$ cat config.mk
export PLATFORM = sky130hd
export DESIGN_NAME = dca_matrix_lsu_row_unpacker
export DESIGN_NICKNAME = d
export VERILOG_FILES = /design/src/rtl/dca_matrix_lsu_row_unpacker_pkg.sv /design/src/rtl/dca_matrix_lsu_row_unpacker_field.sv /design/src/rtl/dca_matrix_lsu_row_unpacker.sv
export SDC_FILE = /design/constraint.sdc
export NUM_CORES = 2
export LEC_CHECK = 0
export ABC_AREA = 0
export CAP_MARGIN = 20
export CORE_MARGIN = 2
export CORE_UTILIZATION = 36
export CTS_BUF_LIST = sky130_fd_sc_hd__clkbuf_16
export CTS_CLUSTER_DIAMETER = 120
export DETAILED_ROUTE_END_ITERATION = 7
export SYNTH_ARGS = -nofsm -noshare
export SYNTH_HDL_FRONTEND = slang
export SYNTH_SLANG_ARGS = --single-unit
$ cat constraint.sdc
create_clock -name clk -period 4 [get_ports clk]
set_clock_uncertainty 0.15 [all_clocks]
set_input_delay 0.8 -clock clk [delete_from_list [all_inputs] [get_ports clk]]
set_output_delay 0.8 -clock clk [all_outputs]
set_load 0.03 [all_outputs]
$ cat src/rtl/dca_matrix_lsu_row_unpacker_pkg.sv
// Shared txn_info layout for the matrix LSU load path: {is_signed, keep_row, alen, bitlen_m1, bitaddr}.
// Also used by the address generator that produces extraction entries.
package dca_matrix_lsu_row_unpacker_pkg;

  localparam int DEF_BW_MEMORY_ROW_BUFFER = 128;
  localparam int DEF_BW_BITADDR           = 7;
  localparam int DEF_BW_ALEN              = 8;

  function automatic int txn_info_width(input int bw_bitaddr, input int bw_alen);
    return 2 * bw_bitaddr + bw_alen + 2;
  endfunction

  function automatic int txn_keep_row_pos(input int bw_bitaddr, input int bw_alen);
    return 2 * bw_bitaddr + bw_alen;
  endfunction

  function automatic int txn_is_signed_pos(input int bw_bitaddr, input int bw_alen);
    return 2 * bw_bitaddr + bw_alen + 1;
  endfunction

  localparam int BW_TXN_INFO = 2 * DEF_BW_BITADDR + DEF_BW_ALEN + 2;

  typedef struct packed {
    logic                      is_signed;
    logic                      keep_row;
    logic [DEF_BW_ALEN-1:0]    alen;
    logic [DEF_BW_BITADDR-1:0] bitlen_m1;
    logic [DEF_BW_BITADDR-1:0] bitaddr;
  } txn_info_t;

endpackage

$ cat src/rtl/dca_matrix_lsu_row_unpacker_field.sv
// Combinational bit-field extraction: logical shift, length mask, optional sign fill.
// Sign fill is built only with DCA_MATRIX_LSU_ROW_UNPACKER_SIGN_EXTEND_EN defined.
module dca_matrix_lsu_field_extract
  import dca_matrix_lsu_row_unpacker_pkg::*;
#(
  parameter int W  = DEF_BW_MEMORY_ROW_BUFFER,
  parameter int BA = DEF_BW_BITADDR
) (
  input  logic [W-1:0]  row,
  input  logic [BA-1:0] bitaddr,
  input  logic [BA-1:0] bitlen_m1,
  input  logic          is_signed,
  output logic [W-1:0]  data,
  output logic [W-1:0]  mask
);

  logic [W:0]   mask_wide;
  logic [W-1:0] shifted;
  logic [W-1:0] field;
  logic         unused_mask_top;

  // W+1 bits so that bitlen_m1 = W-1 still produces an all-ones mask
  assign mask_wide       = ({{(W-1){1'b0}}, 2'b10} << bitlen_m1) - {{W{1'b0}}, 1'b1};
  assign mask            = mask_wide[W-1:0];
  assign unused_mask_top = mask_wide[W];
  assign shifted         = row >> bitaddr;
  assign field           = shifted & mask;

`ifdef DCA_MATRIX_LSU_ROW_UNPACKER_SIGN_EXTEND_EN
  assign data = (is_signed && shifted[bitlen_m1]) ? (field | ~mask) : field;
`else
  logic unused_is_signed;
  assign unused_is_signed = is_signed;
  assign data             = field;
`endif

endmodule

$ cat src/rtl/dca_matrix_lsu_row_unpacker.sv
// Load-path row unpacker: buffers one aligned row, emits one masked field per txn entry.
// Optional sign fill: DCA_MATRIX_LSU_ROW_UNPACKER_SIGN_EXTEND_EN (in the field extractor).
module dca_matrix_lsu_row_unpacker
  import dca_matrix_lsu_row_unpacker_pkg::*;
#(
  parameter int BW_MEMORY_ROW_BUFFER = DEF_BW_MEMORY_ROW_BUFFER,
  parameter int BW_BITADDR           = DEF_BW_BITADDR,
  parameter int BW_ALEN              = DEF_BW_ALEN
) (
  input  logic                                           clk,
  input  logic                                           rst,
  input  logic                                           rdata_valid,
  output logic                                           rdata_ready,
  input  logic [BW_MEMORY_ROW_BUFFER-1:0]                rdata,
  input  logic                                           rlast,
  input  logic                                           txn_valid,
  output logic                                           txn_ready,
  input  logic [txn_info_width(BW_BITADDR, BW_ALEN)-1:0] txn_info,
  output logic                                           out_valid,
  input  logic                                           out_ready,
  output logic [BW_MEMORY_ROW_BUFFER-1:0]                out_data,
  output logic [BW_MEMORY_ROW_BUFFER-1:0]                out_mask,
  output logic                                           err_burst
);

  localparam int W        = BW_MEMORY_ROW_BUFFER;
  localparam int KEEP_POS = txn_keep_row_pos(BW_BITADDR, BW_ALEN);
  localparam int SIGN_POS = txn_is_signed_pos(BW_BITADDR, BW_ALEN);

  localparam logic [0:0] EMPTY = 1'b0;
  localparam logic [0:0] HOLD  = 1'b1;

  logic [0:0]            state;
  logic                  row_full;
  logic [W-1:0]          row_buf;
  logic [BW_ALEN-1:0]    row_cnt;
  logic                  rlast_q;

  logic [BW_BITADDR-1:0] bitaddr;
  logic [BW_BITADDR-1:0] bitlen_m1;
  logic [BW_ALEN-1:0]    alen;
  logic                  keep_row;
  logic                  is_signed;

  logic                  row_fire;
  logic                  txn_fire;
  logic                  release_row;
  logic [W-1:0]          ext_data;
  logic [W-1:0]          ext_mask;

  assign bitaddr   = txn_info[BW_BITADDR-1:0];
  assign bitlen_m1 = txn_info[2*BW_BITADDR-1:BW_BITADDR];
  assign alen      = txn_info[2*BW_BITADDR+BW_ALEN-1:2*BW_BITADDR];
  assign keep_row  = txn_info[KEEP_POS];
  assign is_signed = txn_info[SIGN_POS];

  assign row_full    = (state == HOLD);
  assign txn_ready   = row_full & (~out_valid | out_ready);
  assign txn_fire    = txn_valid & txn_ready;
  assign release_row = txn_fire & ~keep_row;
  // Refill is allowed in the same cycle the held row is released
  assign rdata_ready = ~row_full | release_row;
  assign row_fire    = rdata_valid & rdata_ready;

  dca_matrix_lsu_field_extract #(
    .W  (W),
    .BA (BW_BITADDR)
  ) u_extract (
    .row       (row_buf),
    .bitaddr   (bitaddr),
    .bitlen_m1 (bitlen_m1),
    .is_signed (is_signed),
    .data      (ext_data),
    .mask      (ext_mask)
  );

  always_ff @(posedge clk) begin
    if (rst) begin
      state   <= EMPTY;
      row_buf <= '0;
      rlast_q <= 1'b0;
    end else if (row_fire) begin
      state   <= HOLD;
      row_buf <= rdata;
      rlast_q <= rlast;
    end else if (release_row) begin
      state   <= EMPTY;
    end
  end

  always_ff @(posedge clk) begin
    if (rst) begin
      out_valid <= 1'b0;
      out_data  <= '0;
      out_mask  <= '0;
    end else if (txn_fire) begin
      out_valid <= 1'b1;
      out_data  <= ext_data;
      out_mask  <= ext_mask;
    end else if (out_ready) begin
      out_valid <= 1'b0;
    end
  end

  // Burst length check: the row flagged rlast must be the one where row_cnt reaches alen
  always_ff @(posedge clk) begin
    if (rst) begin
      row_cnt   <= '0;
      err_burst <= 1'b0;
    end else if (release_row) begin
      if ((row_cnt == alen) != rlast_q) err_burst <= 1'b1;
      row_cnt <= rlast_q ? '0 : row_cnt + 1'b1;
    end
  end

endmodule

# Word-level counts from Yosys, hierarchy flattened
# Cells that the tools add are included.
dict set report classes {
  reduce_logical 3
  eq_ne 2
  bitwise 10
  mux 5
  shifts 2
  addsub 2
}
# op n
set ops {}
lappend ops {{$and A128 B128 Y128} 1}
lappend ops {{$shl A2 B7 Y128 const A} 1}
lappend ops {{$shr A128 B7 Y128} 1}
lappend ops {{$sub A128 B1 Y128 const B} 1}
lappend ops {{$add A8 B1 Y8 const B} 1}
lappend ops {{$eq A8 B8 Y1} 1}
lappend ops {{$mux W8} 1}
lappend ops {{$and A1 B1 Y1} 4}
lappend ops {{$mux W1} 4}
lappend ops {{$reduce_bool A2 Y1} 2}
lappend ops {{$not A1 Y1} 3}
lappend ops {{$or A1 B1 Y1} 2}
lappend ops {{$reduce_and A2 Y1} 1}
lappend ops {{$ne A1 B1 Y1} 1}
dict set report totals {
  input_bits 158
  register_bits 396
  word_cells 32
  out_inout_bits 260
}

# Depth between registers and ports, before layout
dict set report logic_depth {
  word_depth 8
  depth_mapped 16
  mapped_depth_nobuf 11
}

# By module
# Synthesis repeated with hierarchy kept, for this count alone.
dict set report hier_totals {
  cells_unflattened 3385
  hier_area_um2 27318.7
}
# module cells_each area_each_um2 seq_area_each_um2 n_inst
set by_module_without_submodules {}
lappend by_module_without_submodules {dca_matrix_lsu_row_unpacker 1766 14336.2 7927.6 1}
lappend by_module_without_submodules {dca_matrix_lsu_field_extract 1619 12982.5 0.0 1}

# Worst setup path after synthesis
# No wires, ideal clock.
dict set report synth_timing {
  path_kind {input-to-reg}
  startpoint {input port txn_info[8]}
  endpoint {register out_data[21]}
  path_slack_ns 0.029
  required_ns 3.730
  setup_ns 0.120
  arrival_ns 3.702
  path_stages 15
  path_buffers 5
  cell_sequence {clkbuf_1 -> clkbuf_1 -> or2_2 -> clkbuf_1 -> nor2_1 -> nand2_1 -> ha_1 -> clkbuf_1 -> inv_1 -> clkbuf_1 -> a21o_1 -> nor2_1 -> xor2_1 -> a2111oi_0 -> a211o_1}
}
dict set report synth_via {
  elab_chain_cells 3
}
# item line_no
set synth_rtl {}
lappend synth_rtl {{from (decl)} dca_matrix_lsu_row_unpacker.sv:18} ;# input logic [txn_info_width(BW_BITADDR, BW_ALEN)-1:0] txn_info,
lappend synth_rtl {{$shl A2 B7 Y128} dca_matrix_lsu_row_unpacker_field.sv:23} ;# assign mask_wide = ({{(W-1){1'b0}}, 2'b10} << bitlen_m1) - {{W{1'b0}}, 1'b1};
lappend synth_rtl {{$sub A128 B1 Y128} dca_matrix_lsu_row_unpacker_field.sv:23}
lappend synth_rtl {{$and A128 B128 Y128} dca_matrix_lsu_row_unpacker_field.sv:27} ;# assign field = shifted & mask;
lappend synth_rtl {{to (signal assigned)} dca_matrix_lsu_row_unpacker.sv:98} ;# out_data <= ext_data;
lappend synth_rtl {{to (decl)} dca_matrix_lsu_row_unpacker.sv:21} ;# output logic [BW_MEMORY_ROW_BUFFER-1:0] out_data,
# Every way passes these cells.
# A chain may end at the register's enable or synchronous reset.

# Final worst setup path
dict set report layout_timing {
  startpoint {input port txn_info[9]}
  endpoint {register out_data[113]}
}
# Same word-level chain as after synthesis.

==> flow_summary.toml <==
[finish]
fillers = 6721
drive_gt1_share_pct = 19.6
instances_no_fill = 4391
final_nets = 3630
final_common_cell = "nand2_1"
design_area_sq_um = 33300
final_cell_mix = "502 x nand2_1, 409 x clkdlybuf4s50_1, 396 x dfxtp_1"
area_delta_synth_final_pct = 34.4

[global_routing]
antenna_found_initial = 6
grt_use_met2_pct = 52.6
use_met3_pct = 5.76
grt_max_degree = 139
grt_pass1_wl_microns = 178000
busiest_layer = "met2"
grt_pass1_vias = 25200
grtUsageTotal_pct = 34.0
use_met1_pct = 45.5
overflow = 0

[setup_path]
worstRegToRegCells = 9
r2r_start = "row_buf[127]"
cp_max_fo = 7
arrival_ns = 4.03
critPathLaunchType = "input port"
r2r_end = "out_data[76]"
slowest_stage = "nor4b_1"
crit_chain = "clkdlybuf4s50_1, or3_1, nor2_1, nand2_1, ha_1, buf_4, o21a_1, nor3_1, a21o_1, nor4b_1, buf_4, a21oi_1, nor2_1"
crit_type = "input port to register"
rrSetupSlack_ns = 0.85
path_buf_inv = 3
max_stage_delay_ns = 0.52
cp_data_required_time_ns = 4.40
cp_top_family = "simple AND/OR/NAND/NOR gates"
startpoint = "txn_info[9]"
worstSetupEndpointType = "register"

[synth]
synth_mux_area_share_pct = 23.1
ys_warn_count = 0
synthXorXnorAreaFrac_pct = 1.20
yosysSeqAreaShare_pct = 32.0
avgSynthCellArea_sq_um = 8.40
synth-async-reset-ratio_pct = 0
synth_top_family_by_area = "multiplexers"
synth_nets = 3111
synth_area_sq_um = 24800
synth_fa_ha_area_share_pct = 0.101
synth-edff-count = 0
yosysUniqueCellTypes = 81
synth_flop_cell = "dfxtp_1"
synth-seq-cells = 396
syn_inst = 2951
synth-compound-area-share_pct = 21.7
synthSimpleGateAreaFrac_pct = 16.9

[sta]
finalHoldViolations = 0
tightest_slew_ns = 1.15
setup_ws_ns = 0.369
fmax_mhz = 275
slew_headroom_pct = 22.6
rsz0062_at_grt = "no"
fin_crit_ns = 3.63
fin_crit_sh_pct = 90.8
slew_violations = 0
finalSetupViolCount = 0

[job]
drv_cap = 0

[detailed_routing]
ant_nets = 0
totalWireLength_microns = 124000
route.detailed.drc = 0
avgRoutedWirePerCell_microns = 28.3
drt_iter0_markers = 3125
vias_per_cell = 6.06
dr.pass1.iters = 6
vias = 26600

[placed_design]
dp_slack_ns = -0.189
placed_cell_area_sq_um = 31700
buffer_ports.inserted = 416
hpwl_microns = 98700
gp_congestion = 1.07
dp.cells = 4303

[cts]
cts_max_level = 2
clock_path_buffers = 3
cts_tree = "built"
cts_resized = 0
post_cts_buffers = 0
cts_hold_buf = 0
path_clk_slew_ns = 0.06
numCtsBuffers = 46
root_buffer = "clkbuf_16"
cts.sinks = 396
clock_latency_ns = 0.62

[hold_path]
hp-class = "register to register"
hold_path_depth = 2
hp-start = "out_mask[84]"
hold_end = "out_mask[84]"

[floorplanning]
die_width_microns = 266
coreArea_sq_um = 68300
dieArea_sq_um = 71000
rows = 96
die_h_microns = 266
start_util_pct = 36.3
io_pins = 418

[power_and_ir_drop]
vdd_ir_drop_max_uv = 246
p_leak_uw = 0.0126
powerDensity_nw_per_um2 = 357

[outcome]
status = "completed"
[state kept, by name, summed over array words and instances (netlist names)]
| name | cells |
|---|---|
| row_full | 1 |
| out_valid | 1 |
| out_data | 128 |
| rlast_q | 1 |
| row_cnt | 8 |
| out_mask | 128 |
| err_burst | 1 |
| row_buf | 128 |
[metal layers]
metal	up-vias	routed length [microns]	part of all wire, %
met3	307	11200	9.0
li1	12000	-	-
met2	1436	54600	44
met1	12900	51500	41
met5	-	8	0.0064
met4	2	7110	5.7
[stage by stage]
| stage | total power, uW | TNS (ns) | utilization [%] | hold slack, ns |
|---|---|---|---|---|
| after CTS | 11800 | 0 | 48.7 | 0.301 |
| after detailed placement | 7380 | -1.28 | 46.4 | 0.288 |
| after floorplan | 5940 | 0 | - | 0.283 |
| final | 11900 | 0 | 48.8 | 0.298 |
| after global routing | 12200 | 0 | 48.7 | 0.308 |
| after global placement | 7370 | -1.47 | 46.4 | 0.283 |
[Yosys cell counts (9+ instances only)]
cell         n  area, sq um
o22ai_1     69          432
a221oi_1    10         87.6
o21a_1      20          150
a2111oi_0   11         96.3
a211oi_1    40          300
buf_1       34          128
inv_1       12         45.0
a21o_1      13         97.6
nand3_1     28          140
and2_1      16          100
a21oi_1    315         1580
dfxtp_1    396         7930
mux2_2     119         1340
nor2_1     284         1070
buf_2       35          175
a22o_1      23          201
a311oi_1     9         78.8
o211ai_1    18          135
xnor2_1     14          123
a31oi_1     25          156
a32o_1      36          360
and3_1       9         56.3
o21ai_1     10         50.1
xor2_1      20          175
o31ai_1     18          135
or2_2       16          100
nand4_1     12         75.1
o21ai_0     96          480
a221o_1      9         90.1
mux4_2     131         2950
nand2b_1    14         87.6
a22oi_1     22          165
mux2i_1    142         1420
nor4_1      13         81.3
clkbuf_1   195          732
o22a_1       9         78.8
o221ai_1    12          105
nand2_1    503         1890
a32oi_1     10         87.6
nor2b_1     13         81.3
nor3_1      66          330
[worst max path at each step]
stage,to,slack (ns),cells after the start
CTS,out_data[113],0.42,13
global route,out_data[45],0.30,11
detailed placement,out_data[113],-0.19,13
floorplan,out_data[21],0.03,15
finish,out_data[113],0.37,13
global placement,out_data[19],-0.19,12
[cell families (layout without fill, tap and decap cells)]
logic type / count (synthesis) / after routing
and+or+nand+nor: 999 / 999
AOI/OAI and AO/OA: 833 / 833
DFF: 396 / 396
muxes: 394 / 394
buffers and inverters: 293 / 846
xor gates and xnor gates: 34 / 34
adders and majority gates: 2 / 2
other: 0 / 5
[where the power goes]
part	switching (uW)	internal, uW
registers	169	4120
clock network	1880	2630
logic	1850	1250
[worst reg2reg max path, delay by kind of cell (launching register included)]
kind                   cells  cell delay, ns
multiplexers               3            0.78
flip-flops                 1            0.74
buffers and inverters      2            0.42
AND/OR/NAND/NOR            1            0.19
AO/OA/AOI/OAI              3            0.82
[cell type report]
type                            count  area, sq um  area share (%)
Multi-Input combinational cell   2262        15700            47.0
Clock inverter                     36          429            1.29
Timing Repair Buffer              748         6960            20.9
Sequential cell                   396         7930            23.8
Clock buffer                       46         1150            3.45
Inverter                           16         65.1           0.195
Tap cell                          882         1100            3.31
Antenna cell                        5         12.5          0.0375
Note: power is estimated with default switching activity, not from simulation.
==> RTL edit (same flow settings) <==
The localparam `HOLD` goes from 1'b1 to 1'b0.
--- a/src/rtl/dca_matrix_lsu_row_unpacker.sv
+++ b/src/rtl/dca_matrix_lsu_row_unpacker.sv
@@ -30,3 +30,3 @@
   localparam logic [0:0] EMPTY = 1'b0;
-  localparam logic [0:0] HOLD  = 1'b1;
+  localparam logic [0:0] HOLD  = 1'b0;
 
Behaviour: not the same (Yosys sat finds a counterexample within 4 cycles, from zero or initial values and one cycle with rst high).
==> RTL edit against the original RTL <==
  * Sequential cell count decreased by 1
  * Synthesized cell count increased by 0.64%
  * Routed wire length decreased by 0.45%
  * Die area increased by 0.81%
  * Cell area decreased by 0.84%
  * Sequential share of layout area increased by 0.14 points
  * Cell count increased by 0.36%
  * Power decreased by 7.9%
  * Via count decreased by 0.80%
  * Synthesized area increased by 0.83%
  * First-iteration DRC count decreased by 7.1%
  * Worst setup slack improved by 0.18 ns
  * Largest cell class unchanged
  * Largest power group is now sequential cells
==> RTL edit: results (changes against the original RTL) <==
* Register fraction of the total cell area at 0.239 (+0.00141)
* First-pass GRT wire length at 176 mm (-1.3%)
* Internal power at 0.00740 W (-7.4%)
* Result of the run: completed
* Share of post-route cells with drive strength above 1 at 0.190 (-0.00533)
* Part of the total power dissipated in combinational logic at 0.246 (-0.015)
* Setup slack after placement at -0.0300 ns (+0.159 ns)
* Internal reg-to-reg setup slack at 1.12 ns (+0.27 ns)
* Clock Network Area Fraction at 0.0414 (-0.00603)
* Detailed-route vias per instance at 5.99 (-1.2%)
* Pin count of the biggest net entering global routing at 131 (-5.8%)
* Total length of routed met3 wires at 10.1 mm (-9.6%)
* Maximum clock frequency at 289 MHz (+5.1%)
* Lkg Pwr at 12.4 nW (-1.4%)
* Number of fill cells at 6,855 (+2.0%)
* Routed WL at 124 mm (-0.45%)
* Maximum cell stage delay along the critical path at 0.46 ns (-0.06 ns)
* Global routing met2 resource utilization at 0.533 (+0.00706)
* Biggest area contributors in the synthesized netlist: dfxtp_1 (32%), mux4_2 (12%), nand2_1 (7.1%)
* Cell at the slowest stage of the critical path: or3_1
* Number of buffers created by CTS at 45 (-2.2%)
* Leading post-synthesis cells by instance count: nand2_1 (473), dfxtp_1 (395), nor2_1 (339), a21oi_1 (300), clkbuf_1 (190)
* GRT Overall Usage at 0.336 (-0.00416)
* Number of optimization iterations in the first detailed-route pass at 8 (+2)
* Placer's final routability congestion estimate at 1.09 (+2.3%)
* Number of non-clock inverters in the layout at 14 (-2)
* Headroom to the max-slew limit at 0.288 (+0.0619)
* Signal buf overhead at 0.202 (-0.00701)
* Net Sw Frac at 0.325 (-0.00321)
* Share of cell area taken by multi-input logic gates at 0.481 (+0.0101)
* Routing usage on met1 at 0.434 (-0.0206)
* Critical-path maximum fanout at 6 (-1)
* Length of routed met2 wiring at 55.8 mm (+2.2%)
* Metal1 wirelength at 50.2 mm (-2.5%)
* Half-perimeter wire length after detailed placement at 98.1 mm (-0.60%)
* Register area share after synthesis at 0.316 (-0.00342)
==> RTL edit: per-stage QoR <==
| stage | hold WS, ns | util | instances | area (um^2) |
|---|---|---|---|---|
| final | 0.301 | 0.481 | 4407 | 33000 |
| after global routing | 0.309 | 0.481 | 4407 | 33000 |
| after CTS | 0.301 | 0.481 | 4407 | 33000 |
| after detailed placement | 0.288 | 0.461 | 4331 | 31700 |
| after global placement | 0.284 | 0.461 | 4330 | 31700 |
| after floorplan | 0.283 | - | 2970 | 25000 |
==> RTL edit: final timing paths <==
path                        end  depth (start not counted)
setup / recovery    out_mask[7]                         13
hold / removal    out_mask[108]                          1
setup reg to reg    out_data[1]                          8
hold reg to reg   out_mask[108]                          1
==> RTL edit: kinds of logic after synthesis <==
logic type      synth area share
mux                        0.249
flops                      0.316
simple gates               0.171
xor+xnor                  0.0102
fa+ha+maj                0.00100
compound gates             0.203
buf+inv                   0.0499
